`config.mk`:
```
export PLATFORM = sky130hd
export DESIGN_NAME = fm0_decoder
export DESIGN_NICKNAME = d
export VERILOG_FILES = /design/src/rtl/fm0_decoder.sv
export SDC_FILE = /design/constraint.sdc
export NUM_CORES = 1
export LEC_CHECK = 0
export BUFFER_PORTS_ARGS = -buffer_cell sky130_fd_sc_hd__clkbuf_2
export CAP_MARGIN = 20
export CORE_ASPECT_RATIO = 0.7
export CORE_MARGIN = 5
export CORE_UTILIZATION = 35
export CTS_BUF_LIST = sky130_fd_sc_hd__clkbuf_16
export DETAILED_ROUTE_END_ITERATION = 7
export GPL_TIMING_DRIVEN = 0
export PLACE_DENSITY = 0.62
export SYNTH_ARGS = -nofsm -noshare
export SYNTH_HDL_FRONTEND = slang
export SYNTH_SLANG_ARGS = --single-unit
```
`constraint.sdc`:
```
create_clock -name clk -period 2.7 [get_ports clk]
set_clock_uncertainty 0.1 [all_clocks]
set_input_delay 0.81 -clock clk [delete_from_list [all_inputs] [get_ports clk]]
set_output_delay 0.81 -clock clk [all_outputs]
set_load 0.005 [all_outputs]
```
`src/rtl/fm0_decoder.sv`:
```
// FM0 backscatter decoder: edge-interval classifier driving an IDLE/BOUND/HALF FSM; FM0_DECODER_SYNC_EN adds a 2-flop input synchronizer.
// Latency: out_valid 2 clocks after the completing in_fm0 transition (4 with FM0_DECODER_SYNC_EN).
// Backpressure: none; out_valid/out_err/out_done are single-cycle pulses the consumer must take when asserted.
module fm0_decoder #(
  parameter int SYM_PERIOD = 16,
  parameter int CNT_W      = 8
) (
  input  logic clk,
  input  logic rst,
  input  logic en,
  input  logic in_fm0,
  output logic out_bit,
  output logic out_valid,
  output logic out_err,
  output logic out_done
);

  localparam logic [CNT_W-1:0] SHORT_MIN = CNT_W'(SYM_PERIOD / 4);
  localparam logic [CNT_W-1:0] LONG_MIN  = CNT_W'((3 * SYM_PERIOD) / 4);
  localparam logic [CNT_W-1:0] LONG_MAX  = CNT_W'((5 * SYM_PERIOD) / 4);
  localparam logic [CNT_W-1:0] TMO_VAL   = CNT_W'((5 * SYM_PERIOD) / 4 + 1);
  localparam logic [CNT_W-1:0] CNT_MAX   = {CNT_W{1'b1}};

  typedef enum logic [1:0] {
    S_IDLE  = 2'd0,
    S_BOUND = 2'd1,
    S_HALF  = 2'd2
  } state_t;

  logic             line_in;
  logic             smp;
  logic             smp_d;
  logic             edge_det;
  logic [CNT_W-1:0] cnt;
  logic             is_short;
  logic             is_long;
  logic             timeout_hit;
  state_t           state;
  state_t           state_nxt;
  logic             valid_nxt;
  logic             bit_nxt;
  logic             err_nxt;
  logic             done_nxt;

`ifdef FM0_DECODER_SYNC_EN
  logic sync1;
  logic sync2;

  always_ff @(posedge clk) begin
    if (rst) begin
      sync1 <= 1'b0;
      sync2 <= 1'b0;
    end else begin
      sync1 <= in_fm0;
      sync2 <= sync1;
    end
  end

  assign line_in = sync2;
`else
  assign line_in = in_fm0;
`endif

  // Sample registers keep tracking while disabled so re-enabling never looks like an edge.
  always_ff @(posedge clk) begin
    if (rst) begin
      smp   <= 1'b0;
      smp_d <= 1'b0;
    end else begin
      smp   <= line_in;
      smp_d <= smp;
    end
  end

  assign edge_det = en & (smp ^ smp_d);

  always_ff @(posedge clk) begin
    if (rst || !en) begin
      cnt <= '0;
    end else if (edge_det) begin
      cnt <= CNT_W'(1);
    end else if (cnt != CNT_MAX) begin
      cnt <= cnt + CNT_W'(1);
    end
  end

  assign is_short    = (cnt >= SHORT_MIN) && (cnt < LONG_MIN);
  assign is_long     = (cnt >= LONG_MIN) && (cnt <= LONG_MAX);
  // An edge landing on the first over-range cycle takes priority over the timeout.
  assign timeout_hit = (cnt == TMO_VAL) && !edge_det;

  always_ff @(posedge clk) begin
    if (rst) begin
      state <= S_IDLE;
    end else begin
      state <= state_nxt;
    end
  end

  always_comb begin
    state_nxt = state;
    if (!en) begin
      state_nxt = S_IDLE;
    end else begin
      case (state)
        S_IDLE: begin
          if (edge_det) state_nxt = S_BOUND;
        end
        S_BOUND: begin
          if (edge_det) begin
            if (is_long)       state_nxt = S_BOUND;
            else if (is_short) state_nxt = S_HALF;
            else               state_nxt = S_IDLE;
          end else if (timeout_hit) begin
            state_nxt = S_IDLE;
          end
        end
        S_HALF: begin
          if (edge_det) begin
            if (is_short) state_nxt = S_BOUND;
            else          state_nxt = S_IDLE;
          end else if (timeout_hit) begin
            state_nxt = S_IDLE;
          end
        end
        default: state_nxt = S_IDLE;
      endcase
    end
  end

  always_comb begin
    valid_nxt = 1'b0;
    bit_nxt   = 1'b0;
    err_nxt   = 1'b0;
    done_nxt  = 1'b0;
    if (en) begin
      case (state)
        S_BOUND: begin
          if (edge_det) begin
            if (is_long) begin
              valid_nxt = 1'b1;
              bit_nxt   = 1'b1;
            end else if (!is_short) begin
              err_nxt = 1'b1;
            end
          end else if (timeout_hit) begin
            done_nxt = 1'b1;
          end
        end
        S_HALF: begin
          if (edge_det) begin
            if (is_short) begin
              valid_nxt = 1'b1;
              bit_nxt   = 1'b0;
            end else begin
              err_nxt = 1'b1;
            end
          end else if (timeout_hit) begin
            err_nxt = 1'b1;
          end
        end
        default: begin
          valid_nxt = 1'b0;
        end
      endcase
    end
  end

  always_ff @(posedge clk) begin
    if (rst) begin
      out_bit   <= 1'b0;
      out_valid <= 1'b0;
      out_err   <= 1'b0;
      out_done  <= 1'b0;
    end else begin
      out_valid <= valid_nxt;
      out_err   <= err_nxt;
      out_done  <= done_nxt;
      if (valid_nxt) out_bit <= bit_nxt;
    end
  end

endmodule
```
==> key figures <==
Status
  • Status: finished, final reports clean

Floorplan
  • Initial core utilization: 37.26%
  • Total die area: 0.003829 mm²
  • Core ar.: 0.002515 mm²
  • I/O pin total: 8
  • Rows: 15
  • Die width: 71.85 µm
  • Die Ht: 53.30 µm

Synthesis
  • EDFF count, synth: 0
  • Most frequent cell after synthesis: dfxtp_1
  • Synthesized instance count: 107
  • Post-Syn Nets: 118
  • Asr flop ratio synth: 0%
  • Flops & latches, synth: 16
  • Cell variety after synth: 38
  • Post-synth top cells: 16 x dfxtp_1, 9 x nor2_1, 7 x a21oi_1, 7 x ha_1, 7 x nand2_1
  • Yosys top cell area share: 34.18%
  • Sequential area share after synthesis: 34.18%
  • Mapped Area: 937.1 µm²
  • Synth area leaders: dfxtp_1 34%, ha_1 9.3%, a21oi_1 3.7%
  • Synth Flop Type: dfxtp_1
  • Syn_area_per_cell: 8.758 µm²
  • YS warnings: 0
  • Yosys top cell by area: dfxtp_1

Placed design
  • I/O Buffers: 7
  • HPWL after DPL: 1391 µm
  • RD Place Congestion: 0.9201

Finish
  • Fillers: 241
  • Layout area overhead: 16.29%
  • Area of the multi-input gates: 576.8 µm²
  • Diodes inserted: 0
  • Layout cells sized above 1: 18.80%
  • Final net count: 130
  • Util after Layout: 43.33%
  • Reg area: 320.3 µm²

Timing
  • Setup violations, final: 0
  • Rel. slew slack: 75.29%
  • Slew @ Worst Pin: 0.3704 ns
  • Max Transition Viols Final: 0
  • RSZ-0062 raised after global routing: false
  • Final hold vios: 0
  • Setup TNS: 0 ns
  • Post-route minimum period: 1.822 ns
  • FMAX: 0.5487 GHz
  • Final period utilization: 67.50%

Worst setup path
  • Critical Path Fanout Max: 8
  • Req. time, crit path: 2.75 ns
  • Crit path kind: in2reg
  • Critical path arrival: 1.87 ns
  • R2r startpoint: cnt[0]
  • CP endpoint kind: register
  • CP Launch Type: input port
  • Worst reg-to-reg setup slack: 0.94 ns
  • R2R Path End: cnt[0]
  • Path depth of the worst reg2reg path: 6

Routing
  • Post-route DRC: 0
  • Via count: 781
  • Vias per cell: 5.172
  • WL final: 1785 µm
  • Final ANT Viol Nets: 0
  • Avg WL per Cell: 11.82 µm
  • Initial DRT Pass Iterations: 4
  • Initial DRC count: 42

Job
  • Max cap viols: 0

CTS
  • Hold-fix buffers at CTS: 0
  • Clk root buf: clkbuf_16
  • Total clock sinks: 16
  • Worst-path clk slew: 0.05 ns
  • Post_cts resized: 0
  • Max Buffers Root-to-Sink: 2
  • H-tree depth: 1
  • Post-CTS Setup Inserts: 0
  • CTS buffer count: 3
  • Clk_lat worst skew: 0.24 ns
  • CTS tree: done

Min path
  • Hold path endpoint: out_bit
  • Hold path cells: 2
  • Worst hold path class: reg2reg
  • HP Start: out_bit

Global route
  • Vias in the first global route: 682
  • Tot GR Track Use: 10.80%
  • Gr ovfl total: 0
  • Largest net degree at the start of global routing: 11
  • Initial antenna violation count: 0
  • Wire length of the first global-routing pass: 3105 µm

Pwr
  • Maximum VDD drop: 0.0002793 V
  • Pwr Total: 0.5644 mW
  • Leakage power: 0.4049 nW
  • Cell Pwr Density: 517.9 mW/mm²
layer usage:
layer	up-vias	GRT usage, %	share of wire (%)
li1	401	-	-
met1	349	14.17	52
met2	29	15.24	39
met3	2	4.744	7.6
met4	0	4.375	0.78
met5	-	0	0
flip-flops by register name, indices dropped and copies added (netlist names):
signal / cells
out_valid: 1
cnt: 8
smp: 1
state: 2
out_err: 1
out_bit: 1
smp_d: 1
out_done: 1
cell type report:
cell class	count	area share [%]
plain buffers	4	1.952
multi-input cells	82	52.93
well taps	34	3.904
clock buffers	3	6.889
flip-flops and latches	16	29.39
inverters	5	1.722
repair buffers	7	3.215
cell families (layout without fill, tap and decap cells):
family,Yosys count,after routing,synth area share [%]
AOI/OAI and AO/OA,22,22,16.69
xor gates and xnor gates,4,4,4.540
adders and majority gates,7,7,9.345
buffers and inverters,9,19,4.273
DFF,16,16,34.18
muxes,2,2,2.270
and+or+nand+nor,47,47,28.71
worst max-delay path: stages:
cell	delay [ns]
clkbuf_2	0.14
nand2b_1	0.23
or2_1	0.25
clkbuf_1	0.18
o31ai_1	0.27
how the worst max path moves through the flow:
stage / slack [ns] / start / depth (start not counted) / endpoint
3_3_place_gp: 0.62 / rst / 5 / state[1]
3_5_place_dp: 0.64 / rst / 5 / state[1]
5_1_grt: 0.79 / rst / 5 / state[1]
2_1_floorplan: 0.96 / rst / 4 / state[1]
6_report: 0.88 / rst / 5 / state[1]
4_1_cts: 0.87 / rst / 5 / state[1]
report_power, final:
| part | leakage [nW] | total (mW) | internal (mW) | switching [mW] |
|---|---|---|---|---|
| sequential | 0.130 | 0.245 | 0.240 | 0.00459 |
| combinational | 0.238 | 0.0360 | 0.0148 | 0.0212 |
| clock | 0.0370 | 0.283 | 0.194 | 0.0891 |
through the flow:
| step | setup slack (ns) | cells | hold slack, ns | instance area [µm²] |
|---|---|---|---|---|
| 2_1_floorplan | 0.9597 | 107 | 0.3696 | 937.1 |
| 3_3_place_gp | 0.6248 | 148 | 0.3630 | 1015 |
| 3_5_place_dp | 0.6419 | 148 | 0.3779 | 1015 |
| 4_1_cts | 0.8686 | 151 | 0.3845 | 1090 |
| 5_1_grt | 0.7882 | 151 | 0.4018 | 1090 |
| 6_report | 0.8776 | 151 | 0.3845 | 1090 |
placed cells by master (no fill, tap or decap), types with 5 or more instances in the layout:
master / n
clkbuf_2: 7
nor2b_1: 5
nor3_1: 6
nand2_1: 7
nand3_1: 5
ha_1: 7
inv_1: 5
nor2_1: 9
dfxtp_1: 16
a21oi_1: 7
Power figures use the tool's default switching activity.
